--- src/rtl/uart_arb_pkg.sv ---
// Shared types and constants for the UART transmit arbiter.
//   arb_state_e          : sequencer states (idle / start handshake / wait busy)
//   UART_BYTE_W          : width of one transmitted byte
//   UART_TIMEOUT_DEFAULT : default watchdog limit in CLK cycles
package uart_arb_pkg;

  typedef enum logic [1:0] {
    ST_IDLE  = 2'd0,
    ST_START = 2'd1,
    ST_WAIT  = 2'd2
  } arb_state_e;

  localparam int UART_BYTE_W          = 8;
  localparam int UART_TIMEOUT_DEFAULT = 200000;

endpackage

--- src/rtl/rr_picker.sv ---
// Combinational round-robin picker.
//   valid     : request vector
//   ptr       : index where the search starts (wraps modulo N)
//   lock_mask : requesters allowed to win (all ones when unlocked)
//   grant     : one-hot winner, zero when nothing eligible
//   grant_idx : index of the winner
//   any       : a winner exists
module rr_picker #(
  parameter int N  = 4,
  parameter int IW = $clog2(N)
) (
  input  logic [N-1:0]  valid,
  input  logic [IW-1:0] ptr,
  input  logic [N-1:0]  lock_mask,
  output logic [N-1:0]  grant,
  output logic [IW-1:0] grant_idx,
  output logic          any
);

  logic [N-1:0]  elig;
  logic [IW-1:0] idx;

  assign elig = valid & lock_mask;

  always_comb begin
    grant     = '0;
    grant_idx = '0;
    any       = 1'b0;
    idx       = '0;
    for (int k = 0; k < N; k++) begin
      idx = IW'((int'(ptr) + k) % N);
      if (!any && elig[idx]) begin
        grant[idx] = 1'b1;
        grant_idx  = idx;
        any        = 1'b1;
      end
    end
  end

endmodule

--- src/rtl/uart_tx_arbiter.sv ---
// Round-robin arbiter that shares one UART byte transmitter among N requesters
// using the transmitter's level START/BUSY handshake, with a watchdog that
// drops a byte whose transmission never starts or never finishes.
//   CLK, RST_N            : clock, asynchronous active-low reset
//   REQ_VALID/DATA/LAST   : requester side (LAST only used with message lock)
//   REQ_READY             : one-hot accept, combinational from REQ_VALID
//   TX_DATA, TX_START     : registered drive to the transmitter
//   TX_BUSY               : transmitter busy
//   GRANT_ID              : index of the last accepted requester
//   ERR_TIMEOUT           : one-cycle watchdog pulse
//   IDLE                  : sequencer idle
// Build option: define UART_ARB_LOCK_EN to keep a multi-byte message
// (bytes up to REQ_LAST) on one requester.
//
// state    | meaning
// ST_IDLE  | picking; REQ_READY may be asserted
// ST_START | TX_START held, waiting for TX_BUSY to rise
// ST_WAIT  | waiting for TX_BUSY to fall
module uart_tx_arbiter
  import uart_arb_pkg::*;
#(
  parameter int N       = 4,
  parameter int TIMEOUT = UART_TIMEOUT_DEFAULT
) (
  input  logic                   CLK,
  input  logic                   RST_N,
  input  logic [N-1:0]           REQ_VALID,
  input  logic [8*N-1:0]         REQ_DATA,
  input  logic [N-1:0]           REQ_LAST,
  output logic [N-1:0]           REQ_READY,
  output logic [UART_BYTE_W-1:0] TX_DATA,
  output logic                   TX_START,
  input  logic                   TX_BUSY,
  output logic [$clog2(N)-1:0]   GRANT_ID,
  output logic                   ERR_TIMEOUT,
  output logic                   IDLE
);

  localparam int IW = $clog2(N);
  localparam int CW = $clog2(TIMEOUT + 1);

  arb_state_e             state_q, state_d;
  logic [CW-1:0]          cnt_q, cnt_d;
  logic [UART_BYTE_W-1:0] tx_data_q, tx_data_d;
  logic                   tx_start_q, tx_start_d;
  logic [IW-1:0]          grant_q, grant_d;
  logic [IW-1:0]          ptr_q, ptr_d;
  logic                   err_q, err_d;

  logic [N-1:0]           lock_mask;
  logic [N-1:0]           pick_grant;
  logic [IW-1:0]          pick_idx;
  logic                   pick_any;
  logic [UART_BYTE_W-1:0] sel_byte;
  logic                   accept;
  logic                   timeout_hit;
  logic                   timeout_fire;

  rr_picker #(.N(N), .IW(IW)) u_picker (
    .valid     (REQ_VALID),
    .ptr       (ptr_q),
    .lock_mask (lock_mask),
    .grant     (pick_grant),
    .grant_idx (pick_idx),
    .any       (pick_any)
  );

  always_comb begin
    sel_byte = '0;
    for (int i = 0; i < N; i++) begin
      if (pick_grant[i]) sel_byte = REQ_DATA[8*i +: 8];
    end
  end

  // Gated with RST_N so nothing is offered while reset is held.
  assign REQ_READY = (RST_N && state_q == ST_IDLE) ? pick_grant : '0;

  assign accept      = (state_q == ST_IDLE) && pick_any;
  assign timeout_hit = (cnt_q == CW'(TIMEOUT - 1));
  // A BUSY transition in the same cycle takes priority over the watchdog.
  assign timeout_fire = timeout_hit &&
                        (((state_q == ST_START) && !TX_BUSY) ||
                         ((state_q == ST_WAIT)  &&  TX_BUSY));

`ifdef UART_ARB_LOCK_EN
  logic          lock_q, lock_d;
  logic [IW-1:0] lock_id_q, lock_id_d;

  assign lock_mask = lock_q ? (N'(1) << lock_id_q) : '1;

  always_comb begin
    lock_d    = lock_q;
    lock_id_d = lock_id_q;
    if (timeout_fire) begin
      lock_d = 1'b0;
    end else if (accept) begin
      lock_d    = !REQ_LAST[pick_idx];
      lock_id_d = pick_idx;
    end
  end

  always_ff @(posedge CLK or negedge RST_N) begin
    if (!RST_N) begin
      lock_q    <= 1'b0;
      lock_id_q <= '0;
    end else begin
      lock_q    <= lock_d;
      lock_id_q <= lock_id_d;
    end
  end
`else
  logic unused_last;
  assign unused_last = ^REQ_LAST;
  assign lock_mask   = '1;
`endif

  always_comb begin
    state_d    = state_q;
    cnt_d      = '0;
    tx_data_d  = tx_data_q;
    tx_start_d = tx_start_q;
    grant_d    = grant_q;
    ptr_d      = ptr_q;
    err_d      = 1'b0;
    case (state_q)
      ST_IDLE: begin
        if (accept) begin
          state_d    = ST_START;
          tx_data_d  = sel_byte;
          tx_start_d = 1'b1;
          grant_d    = pick_idx;
          ptr_d      = (pick_idx == IW'(N - 1)) ? '0 : pick_idx + IW'(1);
        end
      end
      ST_START: begin
        if (TX_BUSY) begin
          state_d    = ST_WAIT;
          tx_start_d = 1'b0;
        end else if (timeout_hit) begin
          state_d    = ST_IDLE;
          tx_start_d = 1'b0;
          err_d      = 1'b1;
        end else begin
          cnt_d = cnt_q + CW'(1);
        end
      end
      ST_WAIT: begin
        if (!TX_BUSY) begin
          state_d = ST_IDLE;
        end else if (timeout_hit) begin
          state_d = ST_IDLE;
          err_d   = 1'b1;
        end else begin
          cnt_d = cnt_q + CW'(1);
        end
      end
      default: begin
        state_d    = ST_IDLE;
        tx_start_d = 1'b0;
      end
    endcase
  end

  always_ff @(posedge CLK or negedge RST_N) begin
    if (!RST_N) begin
      state_q    <= ST_IDLE;
      cnt_q      <= '0;
      tx_data_q  <= '0;
      tx_start_q <= 1'b0;
      grant_q    <= '0;
      ptr_q      <= '0;
      err_q      <= 1'b0;
    end else begin
      state_q    <= state_d;
      cnt_q      <= cnt_d;
      tx_data_q  <= tx_data_d;
      tx_start_q <= tx_start_d;
      grant_q    <= grant_d;
      ptr_q      <= ptr_d;
      err_q      <= err_d;
    end
  end

  assign TX_DATA     = tx_data_q;
  assign TX_START    = tx_start_q;
  assign GRANT_ID    = grant_q;
  assign ERR_TIMEOUT = err_q;
  assign IDLE        = (state_q == ST_IDLE);

endmodule

--- config.mk ---
export PLATFORM = sky130hd
export DESIGN_NAME = uart_tx_arbiter
export DESIGN_NICKNAME = d
export VERILOG_FILES = /design/src/rtl/uart_arb_pkg.sv /design/src/rtl/rr_picker.sv /design/src/rtl/uart_tx_arbiter.sv
export SDC_FILE = /design/constraint.sdc
export NUM_CORES = 1
export LEC_CHECK = 0
export BUFFER_PORTS_ARGS = -buffer_cell sky130_fd_sc_hd__buf_2
export CAP_MARGIN = 20
export CORE_MARGIN = 4
export CORE_UTILIZATION = 49
export CTS_CLUSTER_DIAMETER = 120
export DETAILED_ROUTE_END_ITERATION = 6
export GPL_TIMING_DRIVEN = 0
export PLACE_DENSITY = 0.83
export SLEW_MARGIN = 20
export SYNTH_ARGS = -nofsm -noshare
export SYNTH_HDL_FRONTEND = slang
export SYNTH_HIERARCHICAL = 1
export SYNTH_SLANG_ARGS = --single-unit
export TNS_END_PERCENT = 10
--- constraint.sdc ---
create_clock -name CLK -period 3.7 [get_ports CLK]
set_clock_uncertainty 0.2 [all_clocks]
set_input_delay 0.185 -clock CLK [delete_from_list [all_inputs] [get_ports CLK]]
set_output_delay 0.185 -clock CLK [all_outputs]
set_load 0.005 [all_outputs]
# Word level (Yosys, flattened, before mapping)
# Cells that the tools add are included.
dict set report classes {
  addsub 5
  order_cmp 8
  n_eq_ne 6
  mux 51
  n_bitwise 4
  reduce_logical 15
}
# cell n
set op_table {}
lappend op_table {{18-bit two-way mux} 3}
lappend op_table {{18-bit one-hot mux with 2 select lines} 1}
lappend op_table {{8-bit two-way mux} 4}
lappend op_table {{4-bit two-way mux} 5}
lappend op_table {{18-bit by 1-bit adder with 18-bit output, second input constant} 1}
lappend op_table {{18-bit == test, second input constant} 1}
lappend op_table {{1-bit two-way mux} 18}
lappend op_table {{2-bit two-way mux} 9}
lappend op_table {{2-bit by 3-bit less-than comparator with 1-bit output, second input constant} 4}
lappend op_table {{4-bit OR} 3}
lappend op_table {{1-bit logical AND} 9}
lappend op_table {{1-bit binary-select mux with 2-bit select} 4}
lappend op_table {{1-bit demux with 2-bit select} 4}
lappend op_table {{2-bit by 1-bit greater-or-equal comparator with 1-bit output, second input constant} 4}
lappend op_table {{2-bit one-hot mux with 3 select lines} 1}
lappend op_table {{2-bit by 1-bit adder with 2-bit output, second input constant} 2}
lappend op_table {{2-bit adder, second input constant} 2}
lappend op_table {{2-bit == test, second input constant} 2}
lappend op_table {{1-bit logical NOT} 3}
lappend op_table {{3-bit != test, second input constant} 1}
lappend op_table {{1-bit one-hot mux with 3 select lines} 1}
lappend op_table {{3-bit AND reduction} 1}
lappend op_table {{2-bit by 1-bit == test with 1-bit output, second input constant} 1}
lappend op_table {{2-bit logical NOT} 1}
lappend op_table {{other kinds (4)} 4}
dict set report totals {
  regBits 34
  input_bits 43
  output_inout_bits 17
  elab_cells 96
}

# Depth between registers and ports, before layout
# Gate-level depths: netlist of run 1.
dict set report depth {
  word_depth 16
  mapped_depth 13
  depth_no_buf 9
}

# Cells and area by module
# The synthesis of run 1 kept the hierarchy.
# mod n_inst cells_each area_per_inst_um2 seq_area_each_um2
set modules_own_cells {}
lappend modules_own_cells {uart_tx_arbiter 1 204 1973.1 850.8}
lappend modules_own_cells {rr_picker 1 76 604.3 0.0}

# Worst setup path after synthesis of run 1
# OpenSTA, ideal clock, no wires.
dict set report synth_timing {
  path_type {register to register}
  startpoint {register ptr_q[0]}
  endpoint {register tx_data_q[6] (netlist: TX_DATA[6])}
  setup_ns 0.134
  arrival_time_ns 3.123
  t_required_ns 3.366
  setup_slack_ns 0.243
  stages_incl_launch_ff 11
  n_path_buf 2
  period_less_slack_ns 3.457
  path_cell_list {dfrtp_1 inv_1 ha_1 clkbuf_1 mux4_2 or4_1 nand2_1 clkbuf_1 nor2_1 a21oi_1 o31ai_1}
}
dict set report synth_between {
  word_cells_on_any_way 54
  cone_classes {add/sub: 3; order compare: 8; mux: 28; bitwise: 3; reduce/logical: 12}
}
# element line_no
set synth_rtl {}
lappend synth_rtl {{start: declaration} uart_tx_arbiter.sv:47} ;# logic [IW-1:0] ptr_q, ptr_d;
lappend synth_rtl {{start signal: assignment} uart_tx_arbiter.sv:179} ;# ptr_q <= ptr_d;
lappend synth_rtl {{branches (longest 11 deep; another with 2-bit by 1-bit adder with 2-bit output)} -}
lappend synth_rtl {{1-bit two-way mux *} rr_picker.sv:32} ;# if (!any && elig[idx]) begin
lappend synth_rtl {{net pick_any} uart_tx_arbiter.sv:53} ;# logic pick_any;
lappend synth_rtl {{1-bit logical AND *} uart_tx_arbiter.sv:78} ;# assign accept = (state_q == ST_IDLE) && pick_any;
lappend synth_rtl {{2-bit AND reduction (no line) *} -}
lappend synth_rtl {{end signal: assignment} uart_tx_arbiter.sv:176} ;# tx_data_q <= tx_data_d;
lappend synth_rtl {{end: declaration} uart_tx_arbiter.sv:44} ;# logic [UART_BYTE_W-1:0] tx_data_q, tx_data_d;
# Mark *: on every way through the listed nets, which the timed path passes. The select of a mux whose other input is x is not followed.
# A chain may end at the register's enable or synchronous reset.

# Worst setup path in the final report of run 1
# Same ends and word-level chain as after synthesis.

==> summary.txt, run 1 <==
Run status
  • Run status: complete, no violations

STA
  • Pins Over Slew Limit: 0
  • Peak Freq: around 300 MHz
  • Slew @ Worst Pin: around 0.79 ns
  • Remaining max-slew budget at the tightest pin: a little under half
  • RSZ-0062 raised after global routing: false
  • Final period utilization: between 90% and 100%
  • Time the worst path needs with I/O delays and setup: between 3 and 4 ns
  • Hold Violations, Final: 0
  • Fin worst setup slack: ~0.31 ns
  • # setup viols final: 0
  • Smallest hold slack: about 0.05 ns

Routing
  • First-pass DRT Iterations: 4
  • Post-route DRC violation count: 0
  • Met1 wire length: between 2 and 3 mm
  • Routed WL: ~6.3 mm
  • Met3 layer wire length in the routed design: 641 um
  • Average wire per standard cell: 14.8 um
  • Violation count after the first detailed-route iteration: 128
  • Detail-routed via count per cell: 5.60
  • Met2 Wirelength: 2.86 mm
  • Antenna Violating Nets Remaining: 0
  • Highest metal layer with signal wires: met4
  • Total via count after detailed routing: approximately 2.4k

Final layout
  • Area growth from synthesis to layout: 21.0%
  • Proportion of layout cells with a drive suffix above 1: between 20% and 30%
  • Number of nets in the layout: 413
  • Final cell utilization of the core: approximately three fifths
  • Filler Cell Count: about 440
  • Post-route cell area: approximately 3100 um^2
  • Ant. Diodes: 0

Clocking
  • Clock transition time at the flip-flop clock pins of the worst setup and hold paths: 0.06 ns
  • Skew-Pair Late Insertion Delay: 0.28 ns
  • Maximum level of the CTS H-tree: 2
  • Total number of clock tree sinks: 34
  • Buffer cell driving the clock tree root: sky130_fd_sc_hd__clkbuf_8
  • Maximum buffer depth of the clock tree: 2
  • TritonCTS buffer count: 5
  • Clock tree from TritonCTS: yes

Global routing
  • Wire length of the first global-routing pass: 10.3 mm
  • Pin count of the biggest net entering global routing: 39
  • Total grt overflow: 0
  • Number of antenna violations at the first check in global routing: 0
  • Via count of the first global-routing pass: 2255
  • Overall track demand over capacity in global routing: 20.3%

Synth
  • Combinational family with the most area after synthesis: simple AND/OR/NAND/NOR gates
  • Portion of netlist area occupied by mux cells: 6.84%
  • Post-synthesis instance area: between 2000 and 3000 um^2
  • Fraction of the mapped netlist area in simple logic gates: approximately a quarter
  • Biggest area consumer among synthesized cells: sky130_fd_sc_hd__dfrtp_1
  • Share of the yosys chip area belonging to registers: approximately 33%
  • Adder-Cell Fraction of Synth Area: ~6.8%
  • Compound-cell area share of the yosys netlist: a little under a fifth
  • Ranking of synthesized cells by area: sky130_fd_sc_hd__dfrtp_1 (33%), sky130_fd_sc_hd__ha_1 (6.8%), sky130_fd_sc_hd__mux4_2 (4.4%)
  • Count of mapped cells out of synthesis: 280
  • Synthesized area per cell: approximately 9.2 um^2
  • Synthesis-stage register bit count: 34
  • Fraction of synthesized cell area taken by the top area cell type: about 33%
  • Yosys warns: 6
  • XOR/XNOR share of the synthesized area: around 4.4%
  • Library cells used by synthesis: 53

Critical path
  • Crit path kind: reg2reg
  • Endpoint kind of the worst setup timing path: flop
  • Required arrival time at the worst endpoint: between 3 and 4 ns
  • Critical Path Max Stage Delay: around 0.60 ns
  • Cell type group with the largest total delay on the critical path: simple AND/OR/NAND/NOR gates
  • Buf/Inv on CP: 2
  • Type of origin of the critical path: flop
  • Top fanout value on the critical path: 11
  • Cell with the largest stage delay on the worst path: sky130_fd_sc_hd__or4_1
  • Data arrival at the endpoint of the critical path: approximately 3.4 ns
  • Cell chain of the critical path: inv_1 > ha_4 > mux4_2 > or4_1 > nand2_1 > clkbuf_2 > nor2_1 > a21oi_1 > o31ai_1

Power
  • Power density over the cells: around 750 nW/um^2
  • Static Leakage: between 1 and 1.5 nW
  • IR drop worst, VDD: ~0.34 mV

Floorplanning
  • I/O pin total: 60
  • # rows: 26
  • Core region area: 5110 um^2
  • Total die area: 6480 um^2
  • Initial Utilization: around half
  • Die X-Extent: 80.5 um
  • Height of the die: 80.5 um

Placed design
  • Port Buffer Count: 55
  • HPWL reported at the end of detailed placement: 4.74 mm
  • Gp weighted congestion: between 0.8 and 0.9
  • Total placed instance area: roughly 3000 um^2
  • Worst setup timing slack at the placement stage: -0.323 ns

Worst hold path
  • Worst min-delay path category: in2reg

Run
  • Number of maximum-capacitance constraint violations: 0
worst register-to-register path, cell delays in order (launching register included):
cell,delay [ns]
sky130_fd_sc_hd__dfrtp_2,0.50
sky130_fd_sc_hd__inv_1,0.26
sky130_fd_sc_hd__ha_4,0.41
sky130_fd_sc_hd__mux4_2,0.57
sky130_fd_sc_hd__or4_1,0.60
sky130_fd_sc_hd__nand2_1,0.22
sky130_fd_sc_hd__clkbuf_2,0.24
sky130_fd_sc_hd__nor2_1,0.07
sky130_fd_sc_hd__a21oi_1,0.12
sky130_fd_sc_hd__o31ai_1,0.08
per-stage QoR:
step                TNS, ns  total power (W)  cells
finish                    0          0.00235    426
CTS                       0          0.00230    426
floorplan                 0          0.00162    294
global placement      -2.63          0.00198    419
detailed placement    -3.06          0.00201    419
global route              0          0.00255    426
synthesized netlist by cell type (all sizes together):
cell type and instances:
o41ai 3, buf 7, nor4b 2, o2111a 1, ha 14, nand2b 1
a211oi 1, a221oi 7, a32oi 1, a21oi 10, a22o 2, mux2 3
conb 1, o31a 8, nor3 6, nor2 25, a32o 1, o211ai 4
nor4 1, clkbuf 8, or3 3, nor4bb 1, o31ai 5, xor2 11
xnor2 2, and2 6, o21ai 16, nand4 8, a311oi 4, a31oi 2
inv 7, mux2i 3, nand3b 2, nand2 27, and3 11, dfrtp 34
mux4 5, and4bb 1, and4 5, nand4b 1, nor2b 10, or4 1
nand3 9
cells by family (layout without fill, tap and decap cells):
| logic type | count (synthesis) | count (layout) |
|---|---|---|
| buffers and inverters | 22 | 84 |
| and+or+nand+nor | 120 | 120 |
| DFF | 34 | 34 |
| muxes | 11 | 11 |
| other | 1 | 15 |
| adders and majority gates | 14 | 14 |
| AOI/OAI and AO/OA | 65 | 65 |
| xor gates and xnor gates | 13 | 13 |
power by group:
part | total (W) | leakage [nW] | switching (W) | internal, W
clock network | 0.000254 | 0.0383 | 0.000125 | 0.000129
logic | 0.00155 | 0.927 | 0.000866 | 0.000689
registers | 0.000537 | 0.451 | 0.0000725 | 0.000464
layer usage:
layer | track usage (%) | up-vias
met3 | 6.05 | 9
met2 | 33.7 | 96
met1 | 25.5 | 1098
met5 | 0 | -
li1 | - | 1181
met4 | 5.74 | 0
sequential cells by signal, indices dropped and copies added (netlist names):
name and cells:
GRANT_ID 2, TX_START 1, ptr_q 2, ERR_TIMEOUT 1
TX_DATA 8, state_q 2, cnt_q 18
layout by cell type, fill, tap and decap left out, drive strengths merged, types with 8 or more instances in the layout:
master	synthesis	layout
and3	11	11
o31a	8	8
clkbuf	8	14
nand4	8	8
ha	14	14
conb	1	15
xor2	11	11
dfrtp	34	34
buf	7	62
nand3	9	9
o21ai	16	16
nor2b	10	10
nor2	25	25
nand2	27	27
a21oi	10	10
path summary, 6_finish.rpt:
path	from	end	slack, ns	depth (start not counted)
hold / removal	REQ_DATA[30]	TX_DATA[6]	0.05	5
setup reg to reg	ptr_q[0]	TX_DATA[6]	0.31	9
min in group asynchronous	RST_N	TX_START	0.32	2
hold reg to reg	TX_DATA[7]	TX_DATA[7]	0.28	2
setup / recovery	ptr_q[0]	TX_DATA[6]	0.31	9
max in group asynchronous	RST_N	ptr_q[0]	2.42	2
final cells by class:
class	instances	area, um^2	share of cell area, %
plain buffers	14	88.8	2.85
clock buffers	7	76.3	2.45
inverters	7	26.3	0.843
multi-input cells	238	1700	54.6
flip-flops and latches	34	852	27.3
well taps	70	87.6	2.81
repair buffers	56	285	9.15
repair_timing:
action,CTS,global route
hold buffers,1,0
cloned,0,0
endpoints found under the setup margin,16,12
gates resized for setup,4,12
endpoints found under the hold margin,34,0
buffers inserted,0,0
Power figures use the tool's default switching activity.
==> run 2, diff against run 1 <==
--- a/config.mk
+++ b/config.mk
@@ -8,12 +8,14 @@
 export BUFFER_PORTS_ARGS = -buffer_cell sky130_fd_sc_hd__buf_2
 export CAP_MARGIN = 20
 export CORE_MARGIN = 4
-export CORE_UTILIZATION = 49
+export CORE_UTILIZATION = 51
+export CTS_BUF_LIST = sky130_fd_sc_hd__clkbuf_4
 export CTS_CLUSTER_DIAMETER = 120
 export DETAILED_ROUTE_END_ITERATION = 6
 export GPL_TIMING_DRIVEN = 0
-export PLACE_DENSITY = 0.83
-export SLEW_MARGIN = 20
+export MAX_ROUTING_LAYER = met4
+export PLACE_DENSITY = 0.85
+export SLEW_MARGIN = 0
 export SYNTH_ARGS = -nofsm -noshare
 export SYNTH_HDL_FRONTEND = slang
 export SYNTH_HIERARCHICAL = 1
==> run 2 against run 1 <==
Global-route usage up 1.6 points. Final area increased by 0.24%. Sequential power hardly changed. Critical path depth up 1.
==> summary.txt, run 2 (same netlist as run 1, synthesis figures left out) <==
Placed design
  • Gp weighted congestion: 0.872 (+3.1%)
  • Total placed instance area: 2990 um^2 (-0.13%)
  • HPWL reported at the end of detailed placement: 4.67 mm (-1.5%)
  • Total instance count after detailed placement: 416 (-0.72%)
  • Port Buffer Count: 55 (unchanged)
  • Worst setup timing slack at the placement stage: -0.360 ns (-0.0374 ns)

STA
  • # setup viols final: 0 (unchanged)
  • Remaining max-slew budget at the tightest pin: 48.2% (+0.94 points)
  • RSZ-0062 raised after global routing: false
  • Peak Freq: 288 MHz (-2.5%)
  • Final period utilization: 93.9% (+2.3 points)
  • Fin worst setup slack: 0.225 ns (-0.0854 ns)
  • Pins Over Slew Limit: 0 (unchanged)
  • Slew @ Worst Pin: 0.776 ns (-0.0141 ns)
  • Time the worst path needs with I/O delays and setup: 3.48 ns (+0.0854 ns)
  • Hold Violations, Final: 0 (unchanged)

Floorplanning
  • Core region area: 4820 um^2 (-5.7%)
  • # rows: 25 (-3.8%)
  • Initial Utilization: 53.5% (+3.0 points)
  • I/O pin total: 60 (unchanged)
  • Height of the die: 79.1 um (-1.8%)
  • Die X-Extent: 79.1 um (-1.8%)
  • Total die area: 6260 um^2 (-3.5%)

Final layout
  • Ant. Diodes: 0 (unchanged)
  • Number of nets in the layout: 417 (+0.97%)
  • Commonest non-fill, non-tap cell in the layout: sky130_fd_sc_hd__buf_2
  • Filler Cell Count: 416 (-6.3%)
  • Proportion of layout cells with a drive suffix above 1: 27.2% (+0.26 points)
  • Area growth from synthesis to layout: 21.3%
  • Number of standard cells in the final layout excluding fillers: 427 (+0.23%)
  • Leading cell types in the layout, fill and taps excluded: sky130_fd_sc_hd__buf_2 (58), sky130_fd_sc_hd__dfrtp_1 (33), sky130_fd_sc_hd__nand2_1 (26)
  • Register ranked first by flip-flop count: cnt_q
  • Post-route cell area: 3130 um^2 (+0.24%)
  • Number of flip-flops in the largest register: 18 (unchanged)

Clocking
  • Maximum level of the CTS H-tree: 2 (unchanged)
  • Post CTS Setup Buffer Count: 0 (unchanged)
  • Maximum buffer depth of the clock tree: 2 (unchanged)
  • Total number of clock tree sinks: 34 (unchanged)
  • Clock transition time at the flip-flop clock pins of the worst setup and hold paths: 0.10 ns (+0.04 ns)
  • Clock tree from TritonCTS: yes
  • TritonCTS buffer count: 5 (unchanged)
  • Buffer cell driving the clock tree root: sky130_fd_sc_hd__clkbuf_4
  • Skew-Pair Late Insertion Delay: 0.34 ns (+0.06 ns)

Critical path
  • Depth of the worst register-to-register path: 10 (+1)
  • Endpoint kind of the worst setup timing path: primary output
  • Crit path kind: reg2out
  • Top fanout value on the critical path: 10 (-1)
  • Type of origin of the critical path: flop
  • Data arrival at the endpoint of the critical path: 3.09 ns (-0.26 ns)
  • Required arrival time at the worst endpoint: 3.31 ns (-0.35 ns)

Routing
  • Violation count after the first detailed-route iteration: 130 (+1.6%)
  • Total via count after detailed routing: 2393 (+0.38%)
  • First-pass DRT Iterations: 4 (unchanged)
  • Average wire per standard cell: 14.9 um (+0.92%)
  • Detail-routed via count per cell: 5.60 (+0.14%)
  • Met1 wire length: 2.82 mm (+3.8%)
  • Met3 layer wire length in the routed design: 455 um (-29%)
  • Routed WL: 6.37 mm (+1.2%)
  • Highest metal layer with signal wires: met4
  • Met2 Wirelength: 3.01 mm (+5.2%)
  • Post-route DRC violation count: 0 (unchanged)
  • Antenna Violating Nets Remaining: 0 (unchanged)

Power
  • Overall power after layout: 0.00229 W (-2.3%)
  • Static Leakage: 1.43 nW (+0.65%)
  • IR drop worst, VDD: 0.263 mV (-23%)
  • Power density over the cells: 733 nW/um^2 (-2.6%)

Worst hold path
  • Hold Path Stages: 4 (-1)
  • Worst min-delay path category: in2reg

Global routing
  • Wire length of the first global-routing pass: 10.8 mm (+4.8%)
  • Total grt overflow: 0 (unchanged)
  • Number of antenna violations at the first check in global routing: 0 (unchanged)
  • Overall track demand over capacity in global routing: 21.9% (+1.6 points)
  • Via count of the first global-routing pass: 2353 (+4.3%)
  • Pin count of the biggest net entering global routing: 39 (unchanged)

Run
  • Number of maximum-capacitance constraint violations: 0 (unchanged)

Run status
  • Run status: complete, no violations
==> run 2: where the power goes <==
group          internal [W]  total, W  leakage [nW]  switching [W]
Combinational      0.000689   0.00156         0.944       0.000875
Clock             0.0000682  0.000188        0.0308       0.000120
Sequential         0.000463  0.000539         0.451      0.0000754
Total               0.00122   0.00229          1.43        0.00107
==> run 2: timing repair <==
action | 4_1_cts | 5_1_grt
resized for setup | 6 | 7
hold buffers | 5 | 0
endpoints found under the hold margin | 37 | 0
endpoints found under the setup margin | 17 | 13
==> run 2: critical path, stage by stage (launching register included) <==
cell                       delay (ns)
sky130_fd_sc_hd__dfrtp_1         0.47
sky130_fd_sc_hd__buf_2           0.24
sky130_fd_sc_hd__inv_2           0.13
sky130_fd_sc_hd__ha_4            0.36
sky130_fd_sc_hd__mux4_2          0.57
sky130_fd_sc_hd__o211ai_1        0.13
sky130_fd_sc_hd__a311oi_1        0.11
sky130_fd_sc_hd__clkbuf_2        0.19
sky130_fd_sc_hd__clkbuf_2        0.22
sky130_fd_sc_hd__and3_1          0.19
sky130_fd_sc_hd__buf_2           0.12
==> run 2: final cells by class <==
type | count | area, um^2 | share of cell area (%)
clock inverter | 2 | 10.0 | 0.320
clock buffer | 5 | 37.5 | 1.20
buffer | 14 | 88.8 | 2.84
tap | 67 | 83.8 | 2.68
multi-input combinational | 238 | 1700 | 54.4
timing repair buffer | 60 | 325 | 10.4
sequential | 34 | 852 | 27.3
inverter | 7 | 26.3 | 0.841
==> run 2: metrics by stage <==
stage / setup TNS, ns / hold WS, ns / util (%)
floorplan: 0 / -0.311 / -
global placement: -2.78 / 0.107 / 62.1
detailed placement: -3.48 / 0.112 / 62.1
CTS: 0 / 0.00466 / 64.3
global route: 0 / 0.0430 / 64.9
finish: 0 / 0.0237 / 64.9
==> run 2: final timing paths <==
| check | from | to | slack [ns] |
|---|---|---|---|
| max | ptr_q[1] | REQ_READY[3] | 0.22 |
| min in group asynchronous | RST_N | state_q[0] | 0.25 |
| min reg2reg | cnt_q[0] | cnt_q[0] | 0.29 |
| max in group asynchronous | RST_N | ptr_q[0] | 2.51 |
| max reg2reg | ptr_q[1] | TX_DATA[6] | 0.27 |
| min | REQ_DATA[31] | TX_DATA[7] | 0.02 |
==> run 2: routing by layer <==
metal	up-vias	GRT usage, %
met5	-	-
met1	1109	28.2
met2	90	35.1
met4	0	7.04
met3	9	3.97
li1	1185	-
